## src/rtl/manchester_pkg.sv

```systemverilog
// Shared encodings and constants for the Manchester nibble decoder.
package manchester_pkg;

    // FSM state encodings
    localparam logic [1:0] ST_IDLE   = 2'd0;
    localparam logic [1:0] ST_FIRST  = 2'd1;
    localparam logic [1:0] ST_SECOND = 2'd2;
    localparam logic [1:0] ST_DONE   = 2'd3;

    // Chip pairs, first-received chip in bit 1
    localparam logic [1:0] PAIR_ONE  = 2'b10;
    localparam logic [1:0] PAIR_ZERO = 2'b01;

    localparam int PAIRS_PER_FRAME = 4;

    // Result of decoding one chip pair
    typedef struct packed {
        logic bit_val;
        logic viol;
    } pair_dec_t;

    // Insert one decoded bit so that after a full frame the first bit sits
    // at [3] (msb_first) or at [0] (lsb first).
    function automatic logic [3:0] shift_in(input logic [3:0] sr,
                                            input logic       b,
                                            input logic       msb_first);
        if (msb_first) begin
            return {sr[2:0], b};
        end
        return {b, sr[3:1]};
    endfunction

endpackage

```

## src/rtl/mdec_pair.sv

```systemverilog
// Combinational Manchester chip-pair decoder: "10" -> 1, "01" -> 0,
// "00"/"11" -> violation (reported bit is 0).
module mdec_pair
    import manchester_pkg::*;
(
    input  logic [1:0] i_pair,
    output pair_dec_t  o_dec
);

    // Pair lookup
    always_comb begin
        o_dec = '{bit_val: 1'b0, viol: 1'b1};
        case (i_pair)
            PAIR_ONE:  o_dec = '{bit_val: 1'b1, viol: 1'b0};
            PAIR_ZERO: o_dec = '{bit_val: 1'b0, viol: 1'b0};
            default:   o_dec = '{bit_val: 1'b0, viol: 1'b1};
        endcase
    end

endmodule

```

## src/rtl/manchester_nibble_decoder.sv

```systemverilog
// Manchester nibble decoder: collects 8 accepted chips (4 pairs) after a
// frame_start pulse and reports the decoded nibble plus a violation flag.
//
//   state  | meaning
//   IDLE   | no frame open, chips ignored
//   FIRST  | awaiting first chip of a pair
//   SECOND | awaiting second chip of a pair
//   DONE   | one-cycle result state (data_valid high)
//
// A mid-frame gap of TIMEOUT cycles without an accepted chip aborts the
// frame with a one-cycle timeout pulse. frame_start always wins.
module manchester_nibble_decoder
    import manchester_pkg::*;
#(
    parameter int TIMEOUT   = 16,
    parameter int MSB_FIRST = 1
) (
    input  logic       clk,
    input  logic       reset,
    input  logic       frame_start,
    input  logic       chip_valid,
    input  logic       chip_in,
    output logic [3:0] data_out,
    output logic       data_valid,
    output logic       code_err,
    output logic       timeout,
    output logic       busy
);

    localparam logic [7:0] GAP_LAST  = 8'(TIMEOUT - 1);
    localparam logic [1:0] LAST_PAIR = 2'(PAIRS_PER_FRAME - 1);
    localparam logic       ORDER_MSB = (MSB_FIRST != 0);

    logic [1:0] r_state;
    logic [1:0] w_state_next;
    logic       r_first_chip;
    logic [3:0] r_shift;
    logic [1:0] r_pairs;
    logic       r_err;
    logic [7:0] r_gap;
    logic [3:0] r_data_out;
    logic       r_data_valid;
    logic       r_code_err;
    logic       r_timeout;

    logic       w_in_frame;
    logic       w_accept;
    logic       w_pair_done;
    logic       w_frame_done;
    logic       w_expire;
    logic [1:0] w_pair;
    pair_dec_t  w_dec;
    logic [3:0] w_shift_next;

    assign w_pair = {r_first_chip, chip_in};

    mdec_pair u_pair (
        .i_pair (w_pair),
        .o_dec  (w_dec)
    );

    assign w_in_frame   = (r_state == ST_FIRST) || (r_state == ST_SECOND);
    // A chip coinciding with frame_start is discarded.
    assign w_accept     = w_in_frame && chip_valid && !frame_start;
    assign w_pair_done  = (r_state == ST_SECOND) && w_accept;
    assign w_frame_done = w_pair_done && (r_pairs == LAST_PAIR);
    assign w_expire     = w_in_frame && !frame_start && !chip_valid
                          && (r_gap == GAP_LAST);
    assign w_shift_next = shift_in(r_shift, w_dec.bit_val, ORDER_MSB);

    // Next-state selection
    always_comb begin
        w_state_next = r_state;
        if (frame_start) begin
            w_state_next = ST_FIRST;
        end else begin
            case (r_state)
                ST_IDLE: w_state_next = ST_IDLE;
                ST_FIRST: begin
                    if (w_accept) begin
                        w_state_next = ST_SECOND;
                    end else if (w_expire) begin
                        w_state_next = ST_IDLE;
                    end
                end
                ST_SECOND: begin
                    if (w_frame_done) begin
                        w_state_next = ST_DONE;
                    end else if (w_pair_done) begin
                        w_state_next = ST_FIRST;
                    end else if (w_expire) begin
                        w_state_next = ST_IDLE;
                    end
                end
                ST_DONE: w_state_next = ST_IDLE;
                default: w_state_next = ST_IDLE;
            endcase
        end
    end

    // State register
    always_ff @(posedge clk) begin
        if (!reset) begin
            r_state <= ST_IDLE;
        end else begin
            r_state <= w_state_next;
        end
    end

    // Frame accumulation: held first chip, shift register, pair count, error flag
    always_ff @(posedge clk) begin
        if (!reset) begin
            r_first_chip <= 1'b0;
            r_shift      <= 4'h0;
            r_pairs      <= 2'd0;
            r_err        <= 1'b0;
        end else if (frame_start) begin
            r_first_chip <= 1'b0;
            r_shift      <= 4'h0;
            r_pairs      <= 2'd0;
            r_err        <= 1'b0;
        end else if (w_accept && (r_state == ST_FIRST)) begin
            r_first_chip <= chip_in;
        end else if (w_pair_done) begin
            r_shift <= w_shift_next;
            r_pairs <= r_pairs + 2'd1;
            r_err   <= r_err | w_dec.viol;
        end
    end

    // Inter-chip gap counter; only runs while a frame is open
    always_ff @(posedge clk) begin
        if (!reset) begin
            r_gap <= 8'd0;
        end else if (frame_start || w_accept || !w_in_frame || w_expire) begin
            r_gap <= 8'd0;
        end else begin
            r_gap <= r_gap + 8'd1;
        end
    end

    // Registered outputs: result capture and one-cycle pulses
    always_ff @(posedge clk) begin
        if (!reset) begin
            r_data_out   <= 4'h0;
            r_data_valid <= 1'b0;
            r_code_err   <= 1'b0;
            r_timeout    <= 1'b0;
        end else begin
            r_data_valid <= w_frame_done;
            r_timeout    <= w_expire;
            if (w_frame_done) begin
                r_data_out <= w_shift_next;
                r_code_err <= r_err | w_dec.viol;
            end
        end
    end

    assign data_out   = r_data_out;
    assign data_valid = r_data_valid;
    assign code_err   = r_code_err;
    assign timeout    = r_timeout;
    assign busy       = w_in_frame;

endmodule

```

## config.mk

```make
export PLATFORM = sky130hd
export DESIGN_NAME = manchester_nibble_decoder
export DESIGN_NICKNAME = d
export VERILOG_FILES = /design/src/rtl/manchester_pkg.sv /design/src/rtl/mdec_pair.sv /design/src/rtl/manchester_nibble_decoder.sv
export SDC_FILE = /design/constraint.sdc
export NUM_CORES = 1
export LEC_CHECK = 0
export ABC_AREA = 0
export CORE_MARGIN = 4
export CORE_UTILIZATION = 61
export CTS_BUF_LIST = sky130_fd_sc_hd__clkbuf_8
export CTS_CLUSTER_SIZE = 16
export DETAILED_ROUTE_END_ITERATION = 8
export PLACE_DENSITY = 0.86
export SYNTH_ARGS = -nofsm -noshare
export SYNTH_HDL_FRONTEND = slang
export SYNTH_SLANG_ARGS = --single-unit
```

## constraint.sdc

```tcl
create_clock -name clk -period 3.7 [get_ports clk]
set_input_delay 0.37 -clock clk [delete_from_list [all_inputs] [get_ports clk]]
set_output_delay 0.37 -clock clk [all_outputs]
set_load 0.05 [all_outputs]
```

Word-level counts from Yosys, hierarchy flattened:

Index checks and enable logic that the tools add are counted.

* muxes and demuxes: 7
* $add $sub $neg: 2
* bitwise logic cells: 3
* equality and inequality tests: 7
* reductions and logical operators: 20

Operators by type and width (number)
* 8-bit by 1-bit adder with 8-bit output (second input constant): 1
* 2-bit == test (second input constant): 4
* 8-bit by 4-bit == test with 1-bit output (second input constant): 1
* 1-bit logical AND: 8
* 2-bit 2-to-1 mux: 4
* 2-bit case mux with 3 select lines: 1
* 2-bit OR reduction: 3
* 2-bit by 1-bit == test with 1-bit output (second input constant): 2
* 1-bit logical OR: 4
* 2-bit case mux with 2 select lines: 1
* 1-bit logical NOT: 3
* 2-bit by 1-bit adder with 2-bit output (second input constant): 1
* 2-bit logical NOT: 1
* 1-bit inverter: 2
* 2-bit AND reduction: 1
* 1-bit 2-to-1 mux: 1
* 1-bit bitwise OR: 1

* output and inout port bits: 8
* register bits after elaboration: 24
* logic and storage cells: 50
* input port bits: 5

Logic depth before layout (Yosys ltp):

Gate-level depths: netlist of run 1.

* depth after elaboration: 10
* mapped depth: 6
* depth with buffers taken out: 5

By module:

From an unflattened synthesis of run 1, not the netlist that was laid out.

* cells, all modules: 113
* area total of the unflattened synthesis: 1027.2 µm²

By module, submodules not included
* manchester_nibble_decoder: cells an instance 111, times used 1, area an instance 1011.0 µm², seq. area each 480.5 µm²
* mdec_pair: cells an instance 2, times used 1, area an instance 16.3 µm², seq. area each 0.0 µm²

Worst setup path before layout of run 1:

Ideal clock, no wire load.

* kind: reg2reg
* start point: reg r_state[0]
* end point: reg r_gap[7]
* buffers on the path: 1
* arrival time: 1.622 ns
* cell stages (with the launch flop): 7
* setup slack: 2.012 ns
* setup time: 0.066 ns
* path through: dfxtp_1 inv_1 ha_1 or4b_1 clkbuf_2 o21bai_4 a21oi_2

* longest elaborated chain between the ends: 8

Ends and longest elaborated chain
* start: declaration: RTL line manchester_nibble_decoder.sv:34 `logic [1:0] r_state;`
* start signal: assignment: RTL line manchester_nibble_decoder.sv:106 `r_state <= w_state_next;`
* 2-bit by 1-bit == test with 1-bit output or 2-bit == test (tied branches): RTL line manchester_nibble_decoder.sv:62 `assign w_in_frame = (r_state == ST_FIRST) || (r_state == ST_SECOND);`
* 1-bit logical OR (*): RTL line manchester_nibble_decoder.sv:62
* 1-bit logical AND (2 in series): RTL line manchester_nibble_decoder.sv:64 `assign w_accept = w_in_frame && chip_valid && !frame_start;`
* 1-bit logical OR (2 in series): RTL line manchester_nibble_decoder.sv:135 `end else if (frame_start || w_accept || !w_in_frame || w_expire) begin`
* 1-bit logical OR (*): RTL line manchester_nibble_decoder.sv:135
* 2-bit OR reduction (no source line) (*)
* end signal: assignment: RTL line manchester_nibble_decoder.sv:138 `r_gap <= r_gap + 8'd1;`
* end: declaration: RTL line manchester_nibble_decoder.sv:40 `logic [7:0] r_gap;`

Mark *: on every way between the ends. The rest lies on a longest branch, timed or not.
A chain may end at the register's enable or synchronous reset.

Final worst setup path of run 1:

* start point: reg r_state[0]
* end point: out busy

* longest elaborated chain between the ends: 2

Ends and longest elaborated chain
* 2-bit by 1-bit == test with 1-bit output or 2-bit == test (tied branches): RTL line manchester_nibble_decoder.sv:62
* 1-bit logical OR (*): RTL line manchester_nibble_decoder.sv:62
* end: declaration: RTL line manchester_nibble_decoder.sv:27 `output logic busy`

Marks and branches as above.

==> results of run 1 <==
==> path summary, 6_finish.rpt <==
path / slack, ns / startpoint / cells after the start / to
setup / recovery: 1.39 / r_state[0] / 4 / busy
hold / removal: 0.46 / code_err / 2 / code_err
setup reg to reg: 1.85 / r_state[0] / 5 / r_gap[7]
hold reg to reg: 0.46 / code_err / 2 / code_err
==> per-stage QoR <==
| stage | cell area, µm² | util, % | std cells |
|---|---|---|---|
| 2_1_floorplan | 1089 | - | 120 |
| 3_3_place_gp | 1227 | 71.87 | 154 |
| 3_5_place_dp | 1227 | 71.87 | 154 |
| 4_1_cts | 1282 | 75.09 | 158 |
| 5_1_grt | 1282 | 75.09 | 158 |
| 6_report | 1282 | 75.09 | 158 |
==> sequential cells by signal (all words and copies together), names as in the netlist <==
| register | cells |
|---|---|
| code_err | 1 |
| r_first_chip | 1 |
| r_shift | 3 |
| timeout | 1 |
| r_gap | 8 |
| r_pairs | 2 |
| data_out | 4 |
| data_valid | 1 |
| r_err | 1 |
| r_state | 2 |
==> power groups by stage <==
stage          Clock (mW)  Sequential [mW]  Combinational (mW)
2_1_floorplan           0            0.266              0.0171
3_3_place_gp            0            0.266              0.0271
3_5_place_dp            0            0.267              0.0280
4_1_cts             0.178            0.260              0.0280
5_1_grt             0.190            0.261              0.0312
6_report            0.176            0.260              0.0282
==> synthesized netlist by cell type, drive strengths merged, types with 2 or more instances <==
master	n
dfxtp	24
nand2	19
mux2i	9
o21ai	8
a21oi	7
inv	7
nor2	7
or3	6
ha	5
clkbuf	3
nand3	2
nor3	2
o221ai	2
==> per-layer routing <==
metal / vias up / wire [µm]
met3: 5 / 79
met1: 426 / 1014
met5: - / 0
met4: 0 / 32
met2: 24 / 943
li1: 454 / -
==> kinds of logic (layout without fill, tap and decap cells) <==
kind of cell | Yosys count | after routing | share of synthesized area, %
buffers and inverters | 10 | 23 | 3.563
and+or+nand+nor | 47 | 47 | 22.42
DFF | 24 | 24 | 44.14
muxes | 9 | 9 | 8.276
xor gates and xnor gates | 1 | 1 | 0.8047
AOI/OAI and AO/OA | 24 | 24 | 15.06
adders and majority gates | 5 | 5 | 5.747
==> placed cells by master, fill, tap and decap left out, drive strengths merged, types with 2 or more instances in the layout <==
master         synthesis  layout
nand3                  2       2
clkbuf                 3       4
o21ai                  8       8
inv                    7       7
a21oi                  7       7
ha                     5       5
mux2i                  9       9
dfxtp                 24      24
o221ai                 2       2
nand2                 19      19
clkdlybuf4s50          0      12
or3                    6       6
nor2                   7       7
nor3                   2       2
==> critical path, stage by stage, from the launching register on <==
cell	delay (ns)
sky130_fd_sc_hd__dfxtp_1	0.37
sky130_fd_sc_hd__inv_1	0.06
sky130_fd_sc_hd__ha_1	0.37
sky130_fd_sc_hd__inv_1	0.08
sky130_fd_sc_hd__clkdlybuf4s50_1	0.79
==> cell type report <==
cell class / count / share of cell area, %
tap: 25 / 2.439
multi-input combinational: 86 / 44.39
clock buffer: 4 / 4.293
inverter: 7 / 2.049
sequential: 24 / 37.46
timing repair buffer: 12 / 9.366
==> impl_metrics.sql, run 1 <==
INSERT INTO impl_metrics (metric_group, metric, value, unit) VALUES
('finish', 'area_of_the_multi_input_gates', '569.3', 'µm²'),
('synthesis', 'post_synth_instance_area', '1089', 'µm²'),
('pwr', 'clockPowerShare', '37.9', '%'),
('clock_tree', 'cts_buffers', '3', ''),
('grt', 'grt_use_met1', '23.05', '%'),
('synthesis', 'synth-edff-count', '0', ''),
('synthesis', 'synth_async_sr_flop_share', '0', '%'),
('worst_setup_path', 'worstSetupPathType', 'flip-flop to output pin', ''),
('clock_tree', 'clock-sinks', '24', ''),
('detailed_routing', 'route.antenna.remaining_nets', '0', ''),
('detailed_routing', 'detail_route.vias_per_cell', '5.753', ''),
('finish', 'n_fill_cell', '129', ''),
('sta', 'period_minus_slack', '2.306', 'ns'),
('sta', 'slew_violations', '0', ''),
('clock_tree', 'cts-resized-gates', '0', ''),
('pwr', 'internal_power', '365.5', 'µW'),
('sta', 'max_freq', '433.6', 'MHz'),
('flow_run', 'max_cap_viol_count', '0', ''),
('grt', 'grt_overflow', '0', ''),
('pwr', 'static-leakage-power', '0.4323', 'nW'),
('synthesis', 'netlist.area_leader.share', '44.14', '%'),
('grt', 'via_count_of_the_first_global_routing_pass', '817', ''),
('sta', 'setup_repair_after_global_routing_missed_its_margin', 'no', ''),
('die', 'die_width', '50.25', 'µm'),
('synthesis', 'synth-seq-cells', '24', ''),
('pwr', 'pnr_total_power', '464.6', 'µW'),
('clock_tree', 'clk-insertion-delay-late', '0.26', 'ns'),
('clock_tree', 'clock_tree.root_cell', 'sky130_fd_sc_hd__clkbuf_8', ''),
('detailed_routing', 'avgRoutedWirePerCell', '13.10', 'µm'),
('worst_setup_path', 'worst_path_max_fanout', '7', ''),
('die', 'rows', '15', ''),
('finish', 'diodes', '0', ''),
('die', 'io_pins', '13', ''),
('placement', 'pre_cts_ws', '1.536', 'ns'),
('pwr', 'power.combinational.fraction', '6.1', '%'),
('finish', 'areaGrowthSynthToFinish', '17.82', '%'),
('clock_tree', 'cts.path.max_buffers', '2', ''),
('grt', 'gr-max-usage-layer', 'met2', ''),
('sta', 'hold_viol_final', '0', ''),
('detailed_routing', 'detailroute.via_count', '909', ''),
('pwr', 'pwr_density_cell', '362.3', 'nW/µm²'),
('synthesis', 'synthTopCellsByArea', 'sky130_fd_sc_hd__dfxtp_1 (44%), sky130_fd_sc_hd__mux2i_1 (8.3%), sky130_fd_sc_hd__nand2_1 (6.6%)', ''),
('outcome', 'run_status', 'finished clean', ''),
('clock_tree', 'post_cts_hold_buffer_count', '0', ''),
('detailed_routing', 'finalWirelength', '2070', 'µm'),
('synthesis', 'postSynthCellCount', '120', ''),
('die', 'core_region', '1708', 'µm²'),
('finish', 'num-nets-final', '144', ''),
('synthesis', 'synth_top_flop_cell', 'sky130_fd_sc_hd__dfxtp_1', ''),
('grt', 'global_route.usage.met3', '3.561', '%'),
('sta', 'holdWs', '0.4642', 'ns'),
('grt', 'grt_pass1_wl', '3470', 'µm'),
('pwr', 'switching_share', '21.34', '%'),
('sta', 'layout_setup_ws', '1.394', 'ns'),
('sta', 'worst-slew-pin-transition', '0.4959', 'ns'),
('synthesis', 'proportion_of_synthesized_chip_area_in_sequential_cells', '44.14', '%'),
('sta', 'final.setup.tns', '0', 'ns'),
('sta', 'setup-violations-final', '0', ''),
('synthesis', 'synth_top_area_cell', 'sky130_fd_sc_hd__dfxtp_1', ''),
('worst_setup_path', 'cp-start-kind', 'flip-flop', ''),
('finish', 'drive_above_1_share', '6.767', '%'),
('die', 'die_h', '50.25', 'µm'),
('clock_tree', 'clkSlewWorstSetupHoldPaths', '0.08', 'ns'),
('clock_tree', 'post-cts-setup-buffers', '0', ''),
('worst_setup_path', 'setup.worst_path.end_class', 'output pin', ''),
('pwr', 'power.sequential.fraction', '56.1', '%'),
('placement', 'place.gp.congestion', '0.7837', ''),
('sta', 'worst_max_slew_margin_expressed_relative_to_the_limit', '66.84', '%'),
('sta', 'post-route-period-util', '62.33', '%'),
('worst_setup_path', 'timing.critical_path.required', '3.33', 'ns'),
('clock_tree', 'h_tree_depth', '1', '');
No activity file was read; power rests on OpenSTA's default activity.
==> run 2, diff against run 1 <==
CORE_UTILIZATION = 51   (was 61)
PLACE_DENSITY = 0.77   (was 0.86)
clock period = 2.1 ns   (was 3.7 ns; I/O delays follow)
==> impl_metrics.sql, run 2 (same netlist as run 1, synthesis figures left out) <==
INSERT INTO impl_metrics (metric_group, metric, value, unit) VALUES
('grt', 'grt.total_usage', '16.70', '%'),
('die', 'core_region', '2002', 'µm²'),
('die', 'fp.dieArea', '2938', 'µm²'),
('die', 'io_pins', '13', ''),
('sta', 'setup-violations-final', '0', ''),
('detailed_routing', 'routed.top_layer', 'met4', ''),
('die', 'floorplan.initialDensity', '54.38', '%'),
('grt', 'antenna_violations_before_repair', '0', ''),
('finish', 'diodes', '0', ''),
('pwr', 'static-leakage-power', '0.4385', 'nW'),
('worst_setup_path', 'worstPathCellList', 'inv_1 > ha_1 > nand4bb_1 > nor2_2 > mux2i_1', ''),
('clock_tree', 'post_cts_hold_buffer_count', '0', ''),
('placement', 'place_hpwl', '1557', 'µm'),
('sta', 'largest_clock_skew_in_the_final_design', '0.006614', 'ns'),
('detailed_routing', 'number_of_detailed_route_iterations_in_the_first_pass', '4', ''),
('detailed_routing', 'avgRoutedWirePerCell', '13.11', 'µm'),
('worst_hold_path', 'min_path_type', 'flip-flop to flip-flop', ''),
('grt', 'grt_pass1_wl', '3601', 'µm'),
('grt', 'grt_overflow', '0', ''),
('placement', 'place.port_buffers', '12', ''),
('sta', 'holdWs', '0.4630', 'ns'),
('detailed_routing', 'finalWirelength', '2110', 'µm'),
('worst_setup_path', 'setup.worst_path.end_class', 'flip-flop', ''),
('sta', 'slew_violations', '0', ''),
('finish', 'largest_register_ffs', '8', ''),
('detailed_routing', 'route.layer.met1.wl', '980', 'µm'),
('finish', 'mostFrequentLayoutCells', 'sky130_fd_sc_hd__dfxtp_1 (24), sky130_fd_sc_hd__nand2_1 (19), sky130_fd_sc_hd__clkdlybuf4s50_1 (11)', ''),
('die', 'die_h', '54.20', 'µm'),
('sta', 'worst-slew-pin-transition', '0.5130', 'ns'),
('worst_setup_path', 'worst_path_max_delay_cell', 'sky130_fd_sc_hd__nor2_2', ''),
('detailed_routing', 'met2WireLength', '1056', 'µm'),
('finish', 'areaGrowthSynthToFinish', '18.51', '%'),
('pwr', 'pwr_density_cell', '629.7', 'nW/µm²'),
('worst_setup_path', 'delay_of_the_slowest_cell_on_the_worst_path', '0.39', 'ns'),
('sta', 'setup_repair_after_global_routing_missed_its_margin', 'no', ''),
('worst_setup_path', 'worst_path_max_fanout', '7', ''),
('clock_tree', 'cts_buffers', '3', ''),
('clock_tree', 'tritoncts_clock_tree', 'done', ''),
('clock_tree', 'h_tree_depth', '1', ''),
('sta', 'period_minus_slack', '1.865', 'ns'),
('sta', 'max_freq', '536.1', 'MHz'),
('grt', 'maximum_number_of_pins_on_one_net_before_global_route_repair', '16', ''),
('detailed_routing', 'detail_route.iter0.violations', '14', ''),
('sta', 'hold_viol_final', '0', ''),
('sta', 'final.setup.tns', '0', 'ns'),
('clock_tree', 'post-cts-setup-buffers', '0', ''),
('worst_setup_path', 'crit_arrival', '2.04', 'ns'),
('detailed_routing', 'detail_route.vias_per_cell', '5.528', ''),
('clock_tree', 'clock-sinks', '24', ''),
('sta', 'post-route-period-util', '88.83', '%'),
('clock_tree', 'cts-resized-gates', '0', ''),
('worst_setup_path', 'cell_class_contributing_the_biggest_share_of_worst_path_delay', 'simple AND/OR/NAND/NOR gates', ''),
('flow_run', 'max_cap_viol_count', '0', ''),
('finish', 'num-nets-final', '145', ''),
('detailed_routing', 'route.antenna.remaining_nets', '0', ''),
('sta', 'worst_max_slew_margin_expressed_relative_to_the_limit', '65.70', '%'),
('clock_tree', 'clk-insertion-delay-late', '0.26', 'ns'),
('placement', 'place.gp.congestion', '0.6858', ''),
('finish', 'top_register_by_number_of_flip_flops', 'r_gap', ''),
('clock_tree', 'cts.path.max_buffers', '2', ''),
('worst_setup_path', 'cp-start-kind', 'flip-flop', ''),
('worst_setup_path', 'timing.critical_path.required', '2.28', 'ns'),
('die', 'rows', '16', ''),
('die', 'die_width', '54.20', 'µm'),
('grt', 'via_count_of_the_first_global_routing_pass', '861', ''),
('pwr', 'pnr_total_power', '812.3', 'µW'),
('detailed_routing', 'detailroute.wirelength.met3', '65', 'µm'),
('finish', 'drive_above_1_share', '8.209', '%'),
('finish', 'final_common_cell', 'sky130_fd_sc_hd__dfxtp_1', ''),
('clock_tree', 'clkSlewWorstSetupHoldPaths', '0.08', 'ns'),
('worst_setup_path', 'worstPathBufferInverterCount', '1', ''),
('worst_setup_path', 'worstSetupPathType', 'flip-flop to flip-flop', ''),
('outcome', 'run_status', 'finished clean', ''),
('clock_tree', 'clock_tree.root_cell', 'sky130_fd_sc_hd__clkbuf_8', ''),
('detailed_routing', 'detailroute.via_count', '890', ''),
('pwr', 'ir_worst_vdd', '427.5', 'µV'),
('detailed_routing', 'drc_errors', '0', '');
-- run 2: cell types whose count changed in the layout (fill, tap and decap cells not counted) --
cell,before,now
sky130_fd_sc_hd__buf_4,0,2
sky130_fd_sc_hd__clkdlybuf4s50_1,12,11
-- run 2: per-stage QoR --
stage	std cells	util (%)	setup slack [ns]	instance area (µm²)
after global placement	157	61.69	0.2984	1235
after global routing	161	64.44	0.07297	1290
after CTS	161	64.44	0.2104	1290
final	161	64.44	0.2346	1290
after detailed placement	157	61.69	0.2496	1235
after floorplan	120	-	0.4120	1089
-- run 2: cell type report --
class	count	area [µm²]
sequential	24	480.5
fill	179	711.9
multi-input combinational	86	569.3
timing repair buffer	13	125.1
clock buffer	4	55.05
tap	27	33.78
inverter	7	26.28
-- run 2: metal layers --
| layer | vias up | global-route usage (%) |
|---|---|---|
| met4 | 0 | 6.224 |
| met1 | 418 | 19.80 |
| met3 | 2 | 3.047 |
| met2 | 10 | 29.48 |
| met5 | - | 0 |
| li1 | 460 | - |
-- run 2: worst register-to-register path: cells and delay by family (launching register included) --
family	cells	cell delay, ns
simple gates	2	0.75
flops	1	0.36
fa+ha+maj	1	0.36
mux	1	0.26
buf+inv	1	0.06
-- run 2: report_power, final --
part / switching [mW] / leakage, nW / total (mW) / internal (mW)
logic: 0.0299 / 0.216 / 0.0504 / 0.0205
registers: 0.00196 / 0.194 / 0.459 / 0.457
clock network: 0.136 / 0.0288 / 0.303 / 0.167
-- run 2: path summary, 6_finish.rpt --
| kind | start | endpoint | slack (ns) | cells after the start |
|---|---|---|---|---|
| setup reg to reg | r_state[0] | data_out[1] | 0.23 | 5 |
| hold / removal | r_shift[1] | data_out[2] | 0.46 | 2 |
| setup / recovery | r_state[0] | data_out[1] | 0.23 | 5 |
| hold reg to reg | r_shift[1] | data_out[2] | 0.46 | 2 |
==> run 3, diff against run 2 <==
--- a/constraint.sdc
+++ b/constraint.sdc
@@ -3,2 +3,2 @@
 set_output_delay 0.21 -clock clk [all_outputs]
-set_load 0.05 [all_outputs]
+set_load 0.01 [all_outputs]
==> impl_metrics.sql, run 3 (same netlist as run 1, synthesis figures left out) <==
INSERT INTO impl_metrics (metric_group, metric, value, unit) VALUES
('pwr', 'static-leakage-power', '0.4371', 'nW'),
('sta', 'worst_max_slew_margin_expressed_relative_to_the_limit', '74.95', '%'),
('sta', 'setup-violations-final', '0', ''),
('detailed_routing', 'detailroute.via_count', '889', ''),
('die', 'io_pins', '13', ''),
('detailed_routing', 'finalWirelength', '2152', 'µm'),
('worst_hold_path', 'whs_path_depth', '2', ''),
('worst_setup_path', 'crit_arrival', '2.11', 'ns'),
('placement', 'place.gp.congestion', '0.6984', ''),
('die', 'rows', '16', ''),
('pwr', 'pwr_density_cell', '628.5', 'nW/µm²'),
('finish', 'mostFrequentLayoutCells', 'sky130_fd_sc_hd__dfxtp_1 (24), sky130_fd_sc_hd__nand2_1 (19), sky130_fd_sc_hd__clkdlybuf4s50_1 (12)', ''),
('detailed_routing', 'route.antenna.remaining_nets', '0', ''),
('die', 'core_region', '2002', 'µm²'),
('clock_tree', 'h_tree_depth', '1', ''),
('grt', 'via_count_of_the_first_global_routing_pass', '909', ''),
('worst_setup_path', 'timing.reg2reg.setup_slack', '0.18', 'ns'),
('worst_hold_path', 'min_to', 'r_shift[2]', ''),
('worst_hold_path', 'hp-start', 'r_shift[2]', ''),
('grt', 'grt_pass1_wl', '3732', 'µm'),
('clock_tree', 'post_cts_hold_buffer_count', '0', ''),
('clock_tree', 'clkSlewWorstSetupHoldPaths', '0.08', 'ns'),
('clock_tree', 'post-cts-setup-buffers', '0', ''),
('die', 'die_width', '54.20', 'µm'),
('die', 'fp.dieArea', '2938', 'µm²'),
('worst_setup_path', 'worst_path_max_fanout', '7', ''),
('sta', 'period_minus_slack', '1.922', 'ns'),
('sta', 'holdWs', '0.4620', 'ns'),
('sta', 'final.setup.tns', '0', 'ns'),
('sta', 'max_freq', '520.3', 'MHz'),
('worst_setup_path', 'worstSetupPathType', 'flip-flop to flip-flop', ''),
('worst_setup_path', 'crit-reg2reg-capture', 'r_gap[1]', ''),
('clock_tree', 'cts-resized-gates', '0', ''),
('placement', 'placed_cells_incl_taps', '157', ''),
('detailed_routing', 'detail_route.iter0.violations', '22', ''),
('finish', 'top_register_by_number_of_flip_flops', 'r_gap', ''),
('clock_tree', 'clock-sinks', '24', ''),
('die', 'die_h', '54.20', 'µm'),
('worst_setup_path', 'worstPathCellList', 'inv_1 > ha_1 > or4b_1 > o21bai_4 > nor2_1', ''),
('detailed_routing', 'number_of_detailed_route_iterations_in_the_first_pass', '4', ''),
('placement', 'place.port_buffers', '12', ''),
('finish', 'num-nets-final', '145', ''),
('worst_setup_path', 'setup.worst_path.end_class', 'flip-flop', ''),
('sta', 'setup_repair_after_global_routing_missed_its_margin', 'no', ''),
('worst_setup_path', 'delay_of_the_slowest_cell_on_the_worst_path', '0.67', 'ns'),
('worst_setup_path', 'rr_worst_depth', '5', ''),
('worst_setup_path', 'timing.critical_path.required', '2.29', 'ns'),
('grt', 'grt_overflow', '0', ''),
('worst_setup_path', 'worst_path_max_delay_cell', 'sky130_fd_sc_hd__or4b_1', ''),
('sta', 'largest_clock_skew_in_the_final_design', '0.004741', 'ns'),
('worst_hold_path', 'min_path_type', 'flip-flop to flip-flop', ''),
('detailed_routing', 'detail_route.vias_per_cell', '5.522', ''),
('outcome', 'run_status', 'finished clean', ''),
('flow_run', 'max_cap_viol_count', '0', ''),
('clock_tree', 'cts.path.max_buffers', '2', ''),
('sta', 'worst-slew-pin-transition', '0.3723', 'ns'),
('finish', 'final_common_cell', 'sky130_fd_sc_hd__dfxtp_1', ''),
('worst_setup_path', 'worstReg2RegStart', 'r_state[0]', ''),
('finish', 'instances_no_fill', '161', ''),
('clock_tree', 'tritoncts_clock_tree', 'done', ''),
('grt', 'antenna_violations_before_repair', '0', ''),
('clock_tree', 'cts_buffers', '3', ''),
('sta', 'slew_violations', '0', ''),
('sta', 'post-route-period-util', '91.53', '%'),
('clock_tree', 'clk-insertion-delay-late', '0.26', 'ns'),
('clock_tree', 'clock_tree.root_cell', 'sky130_fd_sc_hd__clkbuf_8', ''),
('sta', 'hold_viol_final', '0', ''),
('worst_setup_path', 'cp-start-kind', 'flip-flop', ''),
('detailed_routing', 'avgRoutedWirePerCell', '13.37', 'µm'),
('finish', 'diodes', '0', ''),
('finish', 'areaGrowthSynthToFinish', '18.74', '%'),
('finish', 'largest_register_ffs', '8', ''),
('placement', 'place_hpwl', '1634', 'µm'),
('grt', 'grt.total_usage', '17.40', '%'),
('detailed_routing', 'drc_errors', '0', ''),
('pwr', 'ir_worst_vdd', '440.3', 'µV'),
('finish', 'drive_above_1_share', '7.463', '%'),
('die', 'floorplan.initialDensity', '54.38', '%'),
('grt', 'maximum_number_of_pins_on_one_net_before_global_route_repair', '16', '');
## run 3: worst max-delay path by stage
stage           startpoint     endpoint  slack, ns
3_3_place_gp   frame_start     r_gap[7]       0.30
5_1_grt         r_state[0]  data_out[2]       0.08
3_5_place_dp   frame_start     r_gap[1]       0.20
6_report        r_state[0]     r_gap[1]       0.18
2_1_floorplan   r_state[0]     r_gap[7]       0.41
4_1_cts         r_state[0]     r_gap[1]       0.18
## run 3: routing by layer
metal	track usage, %	share of wire [%]
met1	19.83	44
met2	31.87	52
met4	7.054	1.1
met5	0	0
met3	2.493	3.4
## run 3: per-stage QoR
| step | instance area [µm²] | worst slack (ns) | power [mW] | utilization, % |
|---|---|---|---|---|
| 3_3_place_gp | 1237 | 0.3031 | 0.5138 | 61.81 |
| 4_1_cts | 1292 | 0.1849 | 0.8186 | 64.56 |
| 5_1_grt | 1292 | 0.08104 | 0.8434 | 64.56 |
| 2_1_floorplan | 1089 | 0.4120 | 0.4943 | - |
| 6_report | 1292 | 0.1779 | 0.8123 | 64.56 |
| 3_5_place_dp | 1237 | 0.2050 | 0.5155 | 61.81 |
## run 3: layout make-up
type | count | area (µm²)
fill | 170 | 709.4
inverter | 7 | 26.28
clock buffer | 4 | 55.05
tap | 27 | 33.78
multi-input combinational | 86 | 569.3
timing repair buffer | 13 | 127.6
sequential | 24 | 480.5
## run 3: critical path, delay by kind of cell (launching register included)
family	cells	cell delay, ns
simple gates	2	0.81
flops	1	0.38
fa+ha+maj	1	0.37
compound gates	1	0.24
buf+inv	1	0.06
## run 3: power by group
group	switching (mW)	internal [mW]
registers	0.00227	0.457
clock network	0.140	0.167
logic	0.0251	0.0211
total	0.167	0.645
